File: src/rtl/addsub_pkg.sv
// Shared definitions for the pipelined adder/subtractor.
//   OP_ADD / OP_SUB : encoding of the in_op port.
//   stage_meta_t    : per-beat side-band bits that travel with each stage's
//                     payload. These are the chunk carry and the operand sign
//                     bits that the final overflow decision needs.
//   calc_stages()   : number of pipeline stages for a given width and chunk.
package addsub_pkg;

  localparam logic OP_ADD = 1'b0;
  localparam logic OP_SUB = 1'b1;

  typedef struct packed {
    logic carry;  // carry out of the most recently resolved chunk
    logic a_msb;  // a[N-1], kept after the operand bit itself is consumed
    logic b_msb;  // b_eff[N-1], likewise
  } stage_meta_t;

  function automatic int calc_stages(input int n, input int chunk);
    return n / chunk;
  endfunction

endpackage

File: src/rtl/pipe_addsub_if.sv
// Streaming operand/result bundle of pipe_addsub.
//   in_valid/in_ready/in_op/in_a/in_b      : operand beat (producer -> unit)
//   out_valid/out_ready/out_sum/out_cout/
//   out_ovf/out_zero                       : result beat (unit -> consumer)
// master = producer/consumer side, slave = the arithmetic unit.
interface pipe_addsub_if #(
  parameter int N = 32
);

  logic         in_valid;
  logic         in_ready;
  logic         in_op;
  logic [N-1:0] in_a;
  logic [N-1:0] in_b;
  logic         out_valid;
  logic         out_ready;
  logic [N-1:0] out_sum;
  logic         out_cout;
  logic         out_ovf;
  logic         out_zero;

  modport master (
    output in_valid, in_op, in_a, in_b, out_ready,
    input  in_ready, out_valid, out_sum, out_cout, out_ovf, out_zero
  );

  modport slave (
    input  in_valid, in_op, in_a, in_b, out_ready,
    output in_ready, out_valid, out_sum, out_cout, out_ovf, out_zero
  );

endinterface

File: src/rtl/addsub_stage.sv
// One pipeline stage of pipe_addsub: resolves chunk K of the sum and
// registers the result together with its valid bit.
//   clk, rst_n        : clock, async active-low reset
//   i_valid           : upstream stage (or producer) holds a beat
//   o_ready           : this stage advances this cycle (its adv bit)
//   i_next_ready      : downstream stage advances (or consumer accepts)
//   i_sum/i_a/i_b     : partial sum and not-yet-consumed operand bits
//   i_meta            : incoming carry and operand sign bits
//   o_valid, o_sum, o_a, o_b, o_meta : registered payload for the next stage
module addsub_stage
  import addsub_pkg::*;
#(
  parameter int N     = 32,
  parameter int CHUNK = 8,
  parameter int K     = 0
) (
  input  logic         clk,
  input  logic         rst_n,
  input  logic         i_valid,
  output logic         o_ready,
  input  logic         i_next_ready,
  input  logic [N-1:0] i_sum,
  input  logic [N-1:0] i_a,
  input  logic [N-1:0] i_b,
  input  stage_meta_t  i_meta,
  output logic         o_valid,
  output logic [N-1:0] o_sum,
  output logic [N-1:0] o_a,
  output logic [N-1:0] o_b,
  output stage_meta_t  o_meta
);

  localparam int           LO         = K * CHUNK;
  localparam logic [N-1:0] CHUNK_MASK = N'({CHUNK{1'b1}}) << LO;

  logic              w_adv;
  logic [CHUNK:0]    w_slice;
  logic [N-1:0]      w_sum_nxt;
  logic [N-1:0]      w_a_nxt;
  logic [N-1:0]      w_b_nxt;

  logic              r_valid;
  logic [N-1:0]      r_sum;
  logic [N-1:0]      r_a;
  logic [N-1:0]      r_b;
  stage_meta_t       r_meta;

  // An empty stage always takes a beat, so bubbles collapse under stall.
  assign w_adv   = !r_valid || i_next_ready;
  assign o_ready = w_adv;

  assign w_slice = {1'b0, i_a[LO +: CHUNK]} + {1'b0, i_b[LO +: CHUNK]}
                 + {{CHUNK{1'b0}}, i_meta.carry};

  // Chunk K of the incoming partial sum is still zero, so OR-ing the new
  // chunk in is an insert; consumed operand bits are cleared so the
  // registers only carry bits that later stages still need.
  assign w_sum_nxt = i_sum | (N'(w_slice[CHUNK-1:0]) << LO);
  assign w_a_nxt   = i_a & ~CHUNK_MASK;
  assign w_b_nxt   = i_b & ~CHUNK_MASK;

  // NOTE: every register here is written with <= so all stages sample the
  // previous stage's value from before the edge; blocking writes would let a
  // beat race through several stages in one cycle.
  // NOTE: the payload registers are reset along with the valid bit so the
  // result bus reads zero out of reset instead of power-up garbage.
  always_ff @(posedge clk or negedge rst_n) begin
    if (!rst_n) begin
      r_valid <= 1'b0;
      r_sum   <= '0;
      r_a     <= '0;
      r_b     <= '0;
      r_meta  <= '0;
    end else if (w_adv) begin
      r_valid <= i_valid;
      if (i_valid) begin
        r_sum  <= w_sum_nxt;
        r_a    <= w_a_nxt;
        r_b    <= w_b_nxt;
        r_meta <= '{carry: w_slice[CHUNK], a_msb: i_meta.a_msb, b_msb: i_meta.b_msb};
      end
    end
  end

  assign o_valid = r_valid;
  assign o_sum   = r_sum;
  assign o_a     = r_a;
  assign o_b     = r_b;
  assign o_meta  = r_meta;

endmodule

File: src/rtl/pipe_addsub.sv
// Pipelined N-bit adder/subtractor with valid/ready backpressure.
// The carry chain is split into CHUNK-bit slices, one register stage each.
//   clk, rst_n : clock, async active-low reset
//   bus        : pipe_addsub_if slave port (operand beat in, result beat out)
// Only out_ready -> in_ready is combinational (through the advance chain).
module pipe_addsub
  import addsub_pkg::*;
#(
  parameter int N     = 32,
  parameter int CHUNK = 8
) (
  input  logic          clk,
  input  logic          rst_n,
  pipe_addsub_if.slave  bus
);

  localparam int STAGES = calc_stages(N, CHUNK);

  // Index k is the input of stage k; index STAGES is the final result.
  logic         w_valid [STAGES+1];
  logic         w_ready [STAGES+1];
  logic [N-1:0] w_sum   [STAGES+1];
  logic [N-1:0] w_a     [STAGES+1];
  logic [N-1:0] w_b     [STAGES+1];
  stage_meta_t  w_meta  [STAGES+1];

  // Subtract is a + ~b + 1: invert b and feed the 1 in as carry-in.
  assign w_valid[0] = bus.in_valid;
  assign w_sum[0]   = '0;
  assign w_a[0]     = bus.in_a;
  assign w_b[0]     = (bus.in_op == OP_SUB) ? ~bus.in_b : bus.in_b;
  assign w_meta[0]  = '{carry: bus.in_op, a_msb: bus.in_a[N-1], b_msb: w_b[0][N-1]};

  assign w_ready[STAGES] = bus.out_ready;
  assign bus.in_ready    = w_ready[0];

  for (genvar k = 0; k < STAGES; k++) begin : g_stage
    addsub_stage #(
      .N     (N),
      .CHUNK (CHUNK),
      .K     (k)
    ) u_stage (
      .clk          (clk),
      .rst_n        (rst_n),
      .i_valid      (w_valid[k]),
      .o_ready      (w_ready[k]),
      .i_next_ready (w_ready[k+1]),
      .i_sum        (w_sum[k]),
      .i_a          (w_a[k]),
      .i_b          (w_b[k]),
      .i_meta       (w_meta[k]),
      .o_valid      (w_valid[k+1]),
      .o_sum        (w_sum[k+1]),
      .o_a          (w_a[k+1]),
      .o_b          (w_b[k+1]),
      .o_meta       (w_meta[k+1])
    );
  end

  assign bus.out_valid = w_valid[STAGES];
  assign bus.out_sum   = w_sum[STAGES];
  assign bus.out_cout  = w_meta[STAGES].carry;
  assign bus.out_ovf   = (w_meta[STAGES].a_msb == w_meta[STAGES].b_msb)
                      && (w_sum[STAGES][N-1] != w_meta[STAGES].a_msb);
  // Qualified by valid so the flag reads 0 on an empty (reset) pipe even
  // though the cleared sum register is all zeros.
  assign bus.out_zero  = w_valid[STAGES] && ~|w_sum[STAGES];

endmodule
File: src/flat_wrapper.sv
// flat-port wrapper written by rule: the top's interface ports become plain ports
module pipe_addsub_flat import addsub_pkg::*;
#(
  parameter int N     = 32,
  parameter int CHUNK = 8
)
  (clk, rst_n, bus_in_valid, bus_in_op, bus_in_a, bus_in_b, bus_out_ready, bus_in_ready, bus_out_valid, bus_out_sum, bus_out_cout, bus_out_ovf, bus_out_zero);
  pipe_addsub_if #(.N(N)) bus_i ();
  input  logic clk;
  input  logic rst_n;
  input wire logic [$bits(bus_i.in_valid)-1:0] bus_in_valid;
  input wire logic [$bits(bus_i.in_op)-1:0] bus_in_op;
  input wire logic [$bits(bus_i.in_a)-1:0] bus_in_a;
  input wire logic [$bits(bus_i.in_b)-1:0] bus_in_b;
  input wire logic [$bits(bus_i.out_ready)-1:0] bus_out_ready;
  output wire logic [$bits(bus_i.in_ready)-1:0] bus_in_ready;
  output wire logic [$bits(bus_i.out_valid)-1:0] bus_out_valid;
  output wire logic [$bits(bus_i.out_sum)-1:0] bus_out_sum;
  output wire logic [$bits(bus_i.out_cout)-1:0] bus_out_cout;
  output wire logic [$bits(bus_i.out_ovf)-1:0] bus_out_ovf;
  output wire logic [$bits(bus_i.out_zero)-1:0] bus_out_zero;
  assign bus_i.in_valid = bus_in_valid;
  assign bus_i.in_op = bus_in_op;
  assign bus_i.in_a = bus_in_a;
  assign bus_i.in_b = bus_in_b;
  assign bus_i.out_ready = bus_out_ready;
  assign bus_in_ready = bus_i.in_ready;
  assign bus_out_valid = bus_i.out_valid;
  assign bus_out_sum = bus_i.out_sum;
  assign bus_out_cout = bus_i.out_cout;
  assign bus_out_ovf = bus_i.out_ovf;
  assign bus_out_zero = bus_i.out_zero;
  pipe_addsub #(.N(N), .CHUNK(CHUNK)) u_core (.clk(clk), .rst_n(rst_n), .bus(bus_i));
endmodule
File: config.mk
export PLATFORM = sky130hd
export DESIGN_NAME = pipe_addsub_flat
export DESIGN_NICKNAME = d
export VERILOG_FILES = /design/src/rtl/addsub_pkg.sv /design/src/rtl/pipe_addsub_if.sv /design/src/rtl/addsub_stage.sv /design/src/rtl/pipe_addsub.sv /design/src/flat_wrapper.sv
export SDC_FILE = /design/constraint.sdc
export NUM_CORES = 1
export LEC_CHECK = 0
export ABC_CLOCK_PERIOD_IN_PS = 6600
export BUFFER_PORTS_ARGS = -buffer_cell sky130_fd_sc_hd__buf_4
export CAP_MARGIN = 20
export CORE_ASPECT_RATIO = 1.75
export CORE_UTILIZATION = 50
export DETAILED_ROUTE_END_ITERATION = 8
export PLACE_DENSITY_LB_ADDON = 0.15
export RECOVER_POWER = 50
export SYNTH_ARGS = -nofsm -noshare
export SYNTH_HDL_FRONTEND = slang
export SYNTH_SLANG_ARGS = --single-unit
File: constraint.sdc
create_clock -name clk -period 6.6 [get_ports clk]
set_clock_uncertainty 0.15 [all_clocks]
set_input_delay 0.33 -clock clk [delete_from_list [all_inputs] [get_ports clk]]
set_output_delay 0.33 -clock clk [all_outputs]
set_load 0.01 [all_outputs]
==> metrics.csv <==
stage;metric;value;unit
grt;initial antenna violation count;0;
synth;Async SR Flop Fraction;100.0;%
synth;post-synthesis cell area;0.008438;mm²
cts;CTS tree;yes;
outcome;status;finished, violations left;
die;Initial Util;51.31;%
sta;minimum clock period;3856;ps
synth;synthesized instance count;673;
finish;diodes inserted;0;
setup_path;crit path capture type;flip-flop;
cts;worst skew pair latency;420;ps
grt;remaining global-route overflow;0;
cts;CTS H-tree depth;4;
synth;Cell variety after synth;43;
drt;vias per cell;5.227;
finish;layout cells sized above 1;26.30;%
cts;Post-CTS Setup Bufs;0;
drt;# DRC;0;
finish;most common cell after layout, fill and taps aside;dfrtp_1;
finish;most frequent cells in the layout;186 x dfrtp_1, 106 x mux2_2, 71 x buf_4;
synth;sequential share of the synthesized area;55.16;%
pwr;pwr dens;405.1;mW/mm²
die;cell row count;62;
synth;Area contributors post-synth;dfrtp_1 55%, mux2_2 14%, ha_1 4.2%;
pwr;total chip power;4.095;mW
drt;DR WL/cell;15.36;µm
sta;f_max;259.3;MHz
place;Post-DP Area;0.009375;mm²
synth;FF+latch count, synth;186;
sta;Final period util;58.43;%
synth;prevailing post-synth register cell;dfrtp_1;
finish;fin area;0.01011;mm²
synth;Synth Area in Compound Gates;8.081;%
synth;largest family of logic cells by synthesized area;multiplexers;
setup_path;Req. time, crit path;6610;ps
setup_path;cell with the largest stage delay on the worst path;clkbuf_1;
die;Core ar.;0.01645;mm²
setup_path;CP Data Arrival Time;3860;ps
setup_path;crit-path max cell delay;2070;ps
setup_path;worst path bufs/invs;1;
synth;Yosys Warn Count;0;
place;Place WS;3929;ps
finish;Multi-input gate area;0.003565;mm²
sta;Slew HR;-94.43;%
synth;biggest area consumer among synthesized cells;dfrtp_1;
hold_path;worst min-delay path category;in -> reg;
drt;Vias;5405;
cts;CTS Hold Bufs;25;
job;number of max-cap violations;3;
sta;setup repair after global routing missed its margin;no;
finish;Sequential Area;0.004654;mm²
drt;Routed Antenna Nets;0;
cts;clk root buf;clkbuf_16;
synth;post-synthesis average cell area;12.54;µm²
sta;setup tns final;0;ps
drt;routed wire length;15890;µm
finish;Area Overhead vs Synth;19.79;%
synth;adder-cell share of the synthesized area;5.813;%
finish;final net count;901;
sta;final hold vios;0;
drt;DRT Pass-1 Iters;4;
finish;Fill cells;1357;
die;IO Count;106;
pwr;P_leak;4.475;nW
cts;total CTS buffers;17;
die;DIE WIDTH;100.2;µm
pwr;Max VDD drop;193.4;µV
setup_path;Crit Path Max Fanout;55;
place;input/output buffers;105;
grt;gr usage total;19.41;%
synth;multiplexer area fraction after synthesis;16.93;%
sta;fin worst setup slack;2744;ps
synth;Synth Area in XOR/XNOR;5.190;%
synth;Synth top area share;55.16;%
place;gpl congestion;0.8428;
drt;DR iter-0 viols;204;
synth;post-synth net total;777;
die;Die Y;173.9;µm
place;dpl hpwl;10980;µm
synth;number of flops mapped to enable cells by yosys;0;
cts;clock sinks;186;
grt;first-pass GRT wire length;26410;µm
sta;Setup Viol. Count Final;0;
cts;Max Buffers Root-to-Sink;2;
synth;simple-gate area share of the yosys netlist;6.272;%
cts;Reg clk slew, reported paths;70;ps
setup_path;Top delay family on crit path;buffers and inverters;
sta;Tightest Pin Transition;2916;ps
setup_path;CP Class;reg -> reg;
setup_path;critical-path cell list;nand4b_1 -> nand2_2 -> clkbuf_1 -> o21ai_0;
die;DIE AREA;0.01742;mm²
setup_path;Worst setup SP type;flip-flop;
grt;vias in the first global route;5505;
grt;largest net degree at the start of global routing;114;
outcome;failing checks;capacitance limit, slew limit;
sta;Slew Viols, Final;150;
cts;post-CTS sizing;0;
==> stage by stage <==
step,hold slack [ps],utilization [%],std cells
after floorplan,-115.6,-,673
after global placement,310.2,57.01,976
after detailed placement,317.4,57.01,976
after CTS,6.258,62.22,1033
after global routing,21.33,61.47,1034
final,19.72,61.47,1034
==> sequential cells by signal, indices dropped and copies added, names as in the netlist <==
register and cells:
u_core.g_stage.u_stage.o_valid 4, u_core.g_stage.u_stage.o_a 45, u_core.g_stage.u_stage.o_sum 80, u_core.g_stage.u_stage.o_b 45, u_core.g_stage.u_stage.o_meta 12
==> where the power goes <==
group	switching (mW)	internal, mW
Clock	0.458	0.575
Sequential	0.269	1.54
Combinational	0.616	0.639
==> layout make-up <==
cell class,instances,share of cell area (%)
repair buffers,134,9.395
clock buffers,17,4.208
multi-input cells,444,35.26
clock inverters,15,1.795
flip-flops and latches,186,46.05
well taps,224,2.773
inverters,14,0.5199
==> final timing paths <==
path                       cells after the start                                 from                                  end  slack, ps
min in group asynchronous                      2                                rst_n    u_core.g_stage[0].u_stage.o_a[23]       1060
setup / recovery                               4    u_core.g_stage[1].u_stage.o_valid  u_core.g_stage[1].u_stage.o_sum[15]       2740
hold reg to reg                                2  u_core.g_stage[1].u_stage.o_sum[10]  u_core.g_stage[1].u_stage.o_sum[10]        330
setup reg to reg                               4    u_core.g_stage[1].u_stage.o_valid  u_core.g_stage[1].u_stage.o_sum[15]       2740
hold / removal                                 2                         bus_in_valid    u_core.g_stage[0].u_stage.o_valid         20
max in group asynchronous                      4                                rst_n    u_core.g_stage[0].u_stage.o_a[29]       3040
==> per-layer routing <==
layer  vias to the layer above  global-route usage, %  part of all wire, %
met3                        18                  3.387                  3.0
met1                      2680                  24.31                   43
met4                         0                  6.341                  1.6
met5                         -                      0                    0
li1                       2608                      -                    -
met2                        99                  33.65                   52
==> cell families (layout without fill, tap and decap cells) <==
family / Yosys count / after routing
flip-flops: 186 / 186
AND/OR/NAND/NOR: 113 / 113
buffers and inverters: 43 / 180
multiplexers: 127 / 127
adder cells (fa/ha/maj): 35 / 35
AO/OA/AOI/OAI: 119 / 119
XOR/XNOR: 50 / 50
==> synth_stat cells (14+ instances only) <==
cell type / instances
a21oi_1: 23
buf_2: 17
dfrtp_1: 186
ha_1: 28
inv_1: 14
mux2_1: 20
mux2_2: 106
nand2_1: 62
nor2_1: 16
o21ai_0: 66
xnor2_1: 29
xor2_1: 21
(Power assumes the default switching activity.)
